--- config.mk ---
export PLATFORM = sky130hd
export DESIGN_NAME = serial_to_parallel_cond
export DESIGN_NICKNAME = d
export VERILOG_FILES = /design/src/rtl/serial_to_parallel_cond_pkg.sv /design/src/rtl/serial_to_parallel_cond_serial_shift8.sv /design/src/rtl/serial_to_parallel_cond.sv
export SDC_FILE = /design/constraint.sdc
export NUM_CORES = 1
export LEC_CHECK = 0
export CORE_MARGIN = 1.5
export CORE_UTILIZATION = 47
export DETAILED_ROUTE_END_ITERATION = 10
export GPL_TIMING_DRIVEN = 0
export MAX_ROUTING_LAYER = met4
export PLACE_DENSITY = 0.76
export SKIP_LAST_GASP = 1
export SLEW_MARGIN = 25
export SYNTH_ARGS = -nofsm -noshare
export SYNTH_HDL_FRONTEND = slang
export SYNTH_SLANG_ARGS = --single-unit
--- constraint.sdc ---
create_clock -name clk_8f -period 1.2 [get_ports clk_8f]
set_input_delay 0.3 -clock clk_8f [delete_from_list [all_inputs] [get_ports clk_8f]]
set_output_delay 0.3 -clock clk_8f [all_outputs]
set_load 0.02 [all_outputs]
--- src/rtl/serial_to_parallel_cond_pkg.sv ---
// Shared constants and state encoding for the serial receive path.
// Nothing here has ports. The state type is also used by the TX stage.
package serial_to_parallel_cond_pkg;

    localparam int         S2P_WIDTH      = 8;
    localparam logic [7:0] S2P_COMMA      = 8'hBC;
    localparam int         S2P_ACTIVE_CNT = 4;

    typedef enum logic [1:0] {
        HUNT    = 2'd0,
        ALIGNED = 2'd1,
        ACTIVE  = 2'd2
    } s2p_state_t;

endpackage

--- src/rtl/serial_to_parallel_cond_serial_shift8.sv ---
// serial_shift8: serial shift register plus byte bit counter.
// Ports: clk, reset_L, data_in, count_en in; sr_next, byte_done out.
module serial_shift8 #(
    parameter int WIDTH = 8
) (
    input  logic             clk,
    input  logic             reset_L,
    input  logic             data_in,
    input  logic             count_en,
    output logic [WIDTH-1:0] sr_next,
    output logic             byte_done
);

    localparam int             CNT_W = $clog2(WIDTH);
    localparam logic [CNT_W-1:0] LAST = CNT_W'(WIDTH - 1);

    logic [WIDTH-1:0] sr;
    logic [CNT_W-1:0] bit_cnt;

    assign sr_next   = {sr[WIDTH-2:0], data_in};
    assign byte_done = count_en && (bit_cnt == LAST);

    // The counter idles at zero while hunting, so a comma hit
    // leaves it ready to count the first bit of the next byte.
    always_ff @(posedge clk) begin
        if (!reset_L) begin
            sr      <= '0;
            bit_cnt <= '0;
        end else begin
            sr <= sr_next;
            if (!count_en || byte_done)
                bit_cnt <= '0;
            else
                bit_cnt <= bit_cnt + 1'b1;
        end
    end

endmodule

--- src/rtl/serial_to_parallel_cond.sv ---
// Serial receive stage: comma alignment, link-up and payload output.
// Ports: clk_8f, reset_L, data_in in; data_out, valid_out, active out.
module serial_to_parallel_cond
    import serial_to_parallel_cond_pkg::*;
#(
    parameter int         WIDTH      = S2P_WIDTH,
    parameter logic [7:0] COMMA      = S2P_COMMA,
    parameter int         ACTIVE_CNT = S2P_ACTIVE_CNT
) (
    input  logic             clk_8f,
    input  logic             reset_L,
    input  logic             data_in,
    output logic [WIDTH-1:0] data_out,
    output logic             valid_out,
    output logic             active
);

    localparam int            BC_W   = $clog2(ACTIVE_CNT + 1);
    localparam logic [BC_W-1:0] BC_MAX = BC_W'(ACTIVE_CNT);

    s2p_state_t       state, state_n;
    logic [BC_W-1:0]  bc_cnt, bc_n;
    logic [WIDTH-1:0] data_n;
    logic             valid_n;
    logic             active_n;
    logic [WIDTH-1:0] sr_next;
    logic             byte_done;
    logic             is_comma;

    serial_shift8 #(
        .WIDTH(WIDTH)
    ) u_shift (
        .clk      (clk_8f),
        .reset_L  (reset_L),
        .data_in  (data_in),
        .count_en (state != HUNT),
        .sr_next  (sr_next),
        .byte_done(byte_done)
    );

    assign is_comma = (sr_next == COMMA[WIDTH-1:0]);

    always_ff @(posedge clk_8f) begin
        if (!reset_L) begin
            state     <= HUNT;
            bc_cnt    <= '0;
            data_out  <= '0;
            valid_out <= 1'b0;
            active    <= 1'b0;
        end else begin
            state     <= state_n;
            bc_cnt    <= bc_n;
            data_out  <= data_n;
            valid_out <= valid_n;
            active    <= active_n;
        end
    end

    always_comb begin
        state_n  = state;
        bc_n     = bc_cnt;
        data_n   = data_out;
        valid_n  = valid_out;
        active_n = active;
        unique case (state)
            HUNT: begin
                // Any bit offset may match, garbage-overlapped ones included.
                if (is_comma) begin
                    state_n = ALIGNED;
                    bc_n    = BC_W'(1);
                end
            end
            ALIGNED: begin
                if (byte_done) begin
                    if (is_comma) begin
                        bc_n = bc_cnt + 1'b1;
                        if (bc_n == BC_MAX) begin
                            state_n  = ACTIVE;
                            active_n = 1'b1;
                        end
                    end else begin
                        state_n = HUNT;
                        bc_n    = '0;
                    end
                end
            end
            ACTIVE: begin
                // No loss-of-sync exit; only reset leaves this state.
                if (byte_done) begin
                    if (is_comma) begin
                        valid_n = 1'b0;
                    end else begin
                        data_n  = sr_next;
                        valid_n = 1'b1;
                    end
                end
            end
            default: begin
                state_n = HUNT;
            end
        endcase
    end

endmodule

# Word-level counts from Yosys, hierarchy flattened
# Cells that the tools add are included.
[totals]
mem_bits_ro = 0
latch_bits = 0
reg_bits = 25
ramBits = 0
n_memories = 0
in_bits = 3
[op_classes]
mux = 10
n_eq_ne = 8
bitwise = 3
multipliers = 0
shifts = 0
n_reduce_logical = 12
div = 0
add_sub_neg = 2
magnitude_cmp = 0
[op_table]
columns = ["op", "n"]
rows = [
  ["two-way mux 3 bit", 3],
  ["equality test 8 bit, second input constant", 1],
  ["two-way mux 2 bit", 4],
  ["AND reduction 4 bit", 2],
  ["adder 3 x 1 -> 3 bit, second input constant", 2],
  ["equality test 3 bit, second input constant", 2],
  ["case mux 2 bit (3 select lines)", 1],
  ["case mux 3 bit (2 select lines)", 1],
  ["AND reduction 3 bit", 2],
  ["nonzero test 2 bit", 2],
  ["!= test 3 bit, second input constant", 1],
  ["inverter 1 bit", 3],
  ["equality test 2 x 1 -> 1 bit, second input constant", 1],
  ["equality test 2 bit, second input constant", 1],
  ["zero test 2 bit", 1],
  ["!= test 2 x 1 -> 1 bit, second input constant", 1],
  ["!= test 2 bit, second input constant", 1],
  ["AND reduction 2 bit", 1],
  ["OR reduction 2 bit", 1],
  ["logical AND 1 bit", 1],
  ["zero test 1 bit", 1],
  ["logical OR 1 bit", 1],
  ["two-way mux 1 bit", 1],
]

# Logic depth before layout (Yosys ltp)
[logic_depth]
word_depth = 6
ltp_mapped = 7

# Modules after synthesis
# From an unflattened synthesis, not the netlist that was laid out.
[unflattened]
hier_cells = 101
hier_area_um2 = 1044.8
[modules_own_cells]
columns = ["mod", "cells_per_inst", "seq_area_each_um2", "area_per_inst_um2", "instances"]
rows = [
  ["serial_to_parallel_cond", 77, 300.3, 720.7, 1],
  ["serial_shift8", 24, 200.2, 324.1, 1],
]

# Worst setup path before layout
# No wires, ideal clock.
[synth_path]
kind = "register to register"
start = "register u_shift.bit_cnt[0]"
end = "register bc_cnt[1]"
synth_period_minus_slack_ns = 1.281
t_required_ns = 1.130
arrival_time_ns = 1.211
stages_incl_launch_ff = 8
path_slack_ns = -0.081
setup_ns = 0.070
path_cell_list = "dfxtp_1 > ha_1 > ha_1 > buf_2 > nor2b_1 > o21ai_0 > o21ai_1 > o2bb2ai_1"
[synth_between]
elab_chain_cells = 4
[synth_lines]
columns = ["element", "line", "text"]
rows = [
  ["start: declaration", "serial_to_parallel_cond_serial_shift8.sv:18", "logic [CNT_W-1:0] bit_cnt;"],
  ["start signal: assignment", "serial_to_parallel_cond_serial_shift8.sv:34", "bit_cnt <= bit_cnt + 1'b1;"],
  ["equality test 3 bit", "serial_to_parallel_cond_serial_shift8.sv:21", "assign byte_done = count_en && (bit_cnt == LAST);"],
  ["logical AND 1 bit", "serial_to_parallel_cond_serial_shift8.sv:21", ""],
  ["!= test 2 x 1 -> 1 bit (no line)", "--", ""],
  ["AND reduction 3 bit (no line)", "--", ""],
  ["end signal: assignment", "serial_to_parallel_cond.sv:52", "bc_cnt <= bc_n;"],
  ["end: declaration", "serial_to_parallel_cond.sv:22", "logic [BC_W-1:0] bc_cnt, bc_n;"],
]
# Every way passes these cells.
# A chain may end at the register's enable or synchronous reset.

# Worst setup path after layout
[layout_path]
start = "register u_shift.bit_cnt[0]"
end = "register bc_cnt[0]"
# The elaborated chain is that of the path after synthesis.

==> results by group <==
Critical path
  • Kind of critical path: reg2reg
  • Crit start category: register
  • Reg-to-Reg Start: u_shift.bit_cnt[0]
  • CP cell instances: ha_4, ha_4, buf_4, nand2_1, nor2_1, o21ai_1, o211a_1
  • R2r worst-path depth: 7
  • RR Endpoint: bc_cnt[0]
  • Critical Path RT: ~1.5 ns
  • Crit path max-delay cell type: dfxtp_2
  • CP Capture Type: register
  • Max Fanout on Critical Path: 7
  • Most used cell, CP: ha_4
  • FF-to-FF setup slack: -0.05 ns
  • CP Buf/Inv Count: 1
  • CP max stage delay: between 0.3 and 0.4 ns
  • Arr. time, crit path: roughly 1.5 ns
  • Top cell family by delay on the critical path: flip-flops

STA
  • Slew Limit Fails: 0
  • Final Hold Fails: 0
  • Setup TNS: -0.248 ns
  • Worst Tran Pin Value: 0.257 ns
  • Worst setup margin: -0.0477 ns
  • RSZ-0062 raised after global routing: yes
  • Fmax achieved: between 800 and 900 MHz
  • Final Skew: ~0.0013 ns
  • Slew margin rel.: 0.828
  • Final setup fails: 11
  • Tcrit/Tclk final: 1.04
  • Final Critical Period: between 1 and 1.5 ns

Die
  • Die X: between 50 and 60 um
  • Die height: roughly 50 um
  • Initial core utilization: 0.516
  • IO Pins: 13
  • Core area: just over 2000 um^2
  • DIE AREA: about 2500 um^2
  • Num rows: 16

Power and ir drop
  • Peak supply drop: about 1.0 mV
  • Internal power: just under 1 mW
  • Combinational power share: 0.028
  • Leak: between 0.6 and 0.7 nW
  • Switching power: 0.253 mW
  • Sequential share of power: 0.681
  • Pwr per Cell Area: between 900 and 1000 nW/um^2
  • Tot Pwr: 1.23 mW
  • Clock network fraction of design power: 0.291
  • Sw Ratio: 0.206

Route
  • Pre-antenna DRT Iters: 4
  • DRT antenna net count: 0
  • Vias: 777
  • WL per Instance: roughly 13 um
  • First DRT Iteration DRCs: 14
  • Via density: about 5
  • Routed Wire Length: ~2100 um
  • Residual DRC: 0

Global routing
  • Grt total ovfl: 0
  • First-pass GRT wire length: around 3300 um
  • Initial antenna violation count: 0
  • Pin count of the biggest net entering global routing: 14
  • Vias in the first global route: 764
  • GRT Util Overall: 0.178

Outcome
  • Failing checks: negative setup slack
  • Status: finished, violations left

Yosys
  • Sequential area share after synthesis: 0.475
  • Share of flip-flops with an asynchronous set or reset: 0
  • Synthesized net count: 111
  • Synth Cell Area: between 1000 and 1500 um^2
  • Cells after Synth: around 100
  • Syn Area/Cell: 10.1 um^2
  • Post-synth cell types: 30
  • Top cells by area, synth: dfxtp_1 (48%), mux2i_1 (7.6%), nand2_1 (6.4%), ha_1 (4.8%), nor2_8 (3.8%)
  • Most instantiated cells after synthesis: dfxtp_1 (25), nand2_1 (18), inv_1 (10), mux2i_1 (8), nor2_1 (6)
  • Area leader, netlist: dfxtp_1
  • Count leader, synth: dfxtp_1
  • Synth Warn #: 0
  • Dominant synthesized flop cell: dfxtp_1
  • FF+latch count, synth: 25
  • Post-synth EDFFs: 0
  • Share of the synthesized area in the top cell type: 0.475

Placed design
  • Placed cell count: 143
  • Routability Congestion: between 0.7 and 0.8
  • Port buffer count: 12
  • Post-Place Worst Slack: -0.450 ns
  • Post-DP HPWL: roughly 1300 um

Hold path
  • Worst hold stages: 3
  • Worst hold path type: in2reg
  • Worst hold path startpoint: data_in
  • Hold EP: u_shift.sr[0]

Clock tree
  • Worst-path clk slew: about 0.12 ns
  • Clk_lat worst skew: roughly 0.31 ns
  • Clock Sinks: 25
  • Root buffer cell: clkbuf_4
  • CTS tree: yes
  • CTS hold repair buffers: 0
  • Clock Path Buffers: 2
  • CTS buffer count: 3
  • H-Tree Depth: 1

Layout
  • Fill cell instance count of the final layout: ~180
  • # diodes: 0
  • Final Non-Filler Cells: 155
  • Share of layout cells above drive strength 1: 0.367
  • Layout Area Growth over Synthesis: 28.0%
  • Nets: approximately 140
  • Fin util: 0.661

Run
  • Max-Cap Viols: 0
==> area by class of cell <==
class	instances	area, um^2	share of cell area
clock buffers	4	26.3	0.0195
flip-flops and latches	25	517	0.383
inverters	10	37.5	0.0278
multi-input cells	66	576	0.427
well taps	27	33.8	0.0250
plain buffers	2	10.0	0.00742
repair buffers	21	149	0.110
==> worst register-to-register path, stage by stage (launching register included) <==
cell and delay, ns:
dfxtp_2 0.36, ha_4 0.16, ha_4 0.19, buf_4 0.14, nand2_1 0.05, nor2_1 0.04
o21ai_1 0.13, o211a_1 0.14
==> layer usage <==
layer | global-route usage | wire [um] | share of wire
met5 | - | 0 | 0
met4 | 0.0811 | 55 | 0.027
met3 | 0.0179 | 62 | 0.030
met2 | 0.292 | 989 | 0.48
met1 | 0.223 | 946 | 0.46
==> how the worst max path moves through the flow <==
stage	slack (ns)	start	cells after the start	end
after floorplan	0.001	u_shift.bit_cnt[0]	6	valid_out
after global placement	-0.42	data_in	5	data_out[7]
after detailed placement	-0.45	data_in	5	data_out[7]
after CTS	-0.06	u_shift.bit_cnt[0]	5	data_out[6]
after global routing	-0.13	u_shift.bit_cnt[0]	5	data_out[3]
final	-0.05	u_shift.bit_cnt[0]	7	bc_cnt[0]
==> power groups by stage <==
stage,clock (mW),sequential (mW),combinational [mW]
global route,0.405,0.839,0.0385
floorplan,0,0.858,0.0188
global placement,0,0.859,0.0323
finish,0.357,0.838,0.0344
detailed placement,0,0.859,0.0328
CTS,0.371,0.838,0.0326
==> kinds of logic after synthesis <==
logic type      count (synthesis)  share of synthesized area
buf+inv                        13                     0.0475
mux                             8                     0.0760
flops                          25                      0.475
fa+ha+maj                       4                     0.0475
simple gates                   41                      0.261
compound gates                 12                     0.0843
xor+xnor                        1                    0.00832
==> repair_timing <==
item,4_1_cts,5_1_grt
pin swaps,6,6
gates resized for setup,52,9
buffers inserted,5,4
setup endpoints to repair,25,16
==> state kept, by name, summed over array words and instances, names as in the netlist <==
name	cells
data_out	8
u_shift.sr	7
valid_out	1
bc_cnt	3
state	2
u_shift.bit_cnt	3
active	1
==> through the flow <==
step / cell area [um^2] / hold slack [ns]
3_5_place_dp: 1240 / 0.399
4_1_cts: 1300 / 0.346
2_1_floorplan: 1080 / 0.382
5_1_grt: 1350 / 0.373
6_report: 1350 / 0.355
3_3_place_gp: 1240 / 0.387
==> layout by cell type (no fill, tap or decap), drive strengths merged <==
cell type and count:
a21oi 1, and2 1, and2b 1, buf 19
clkbuf 6, clkdlybuf4s50 1, dfxtp 25, dlygate4sd2 1
ha 4, inv 10, mux2i 8, nand2 19
nand2b 1, nand3 2, nand4 1, nand4b 1
nand4bb 1, nor2 8, nor2b 2, nor3 2
nor3b 1, nor4b 1, o211a 1, o211ai 1
o21a 3, o21ai 3, o221a 1, o2bb2ai 2
xor2 1
No activity file was read; power rests on OpenSTA's default activity.
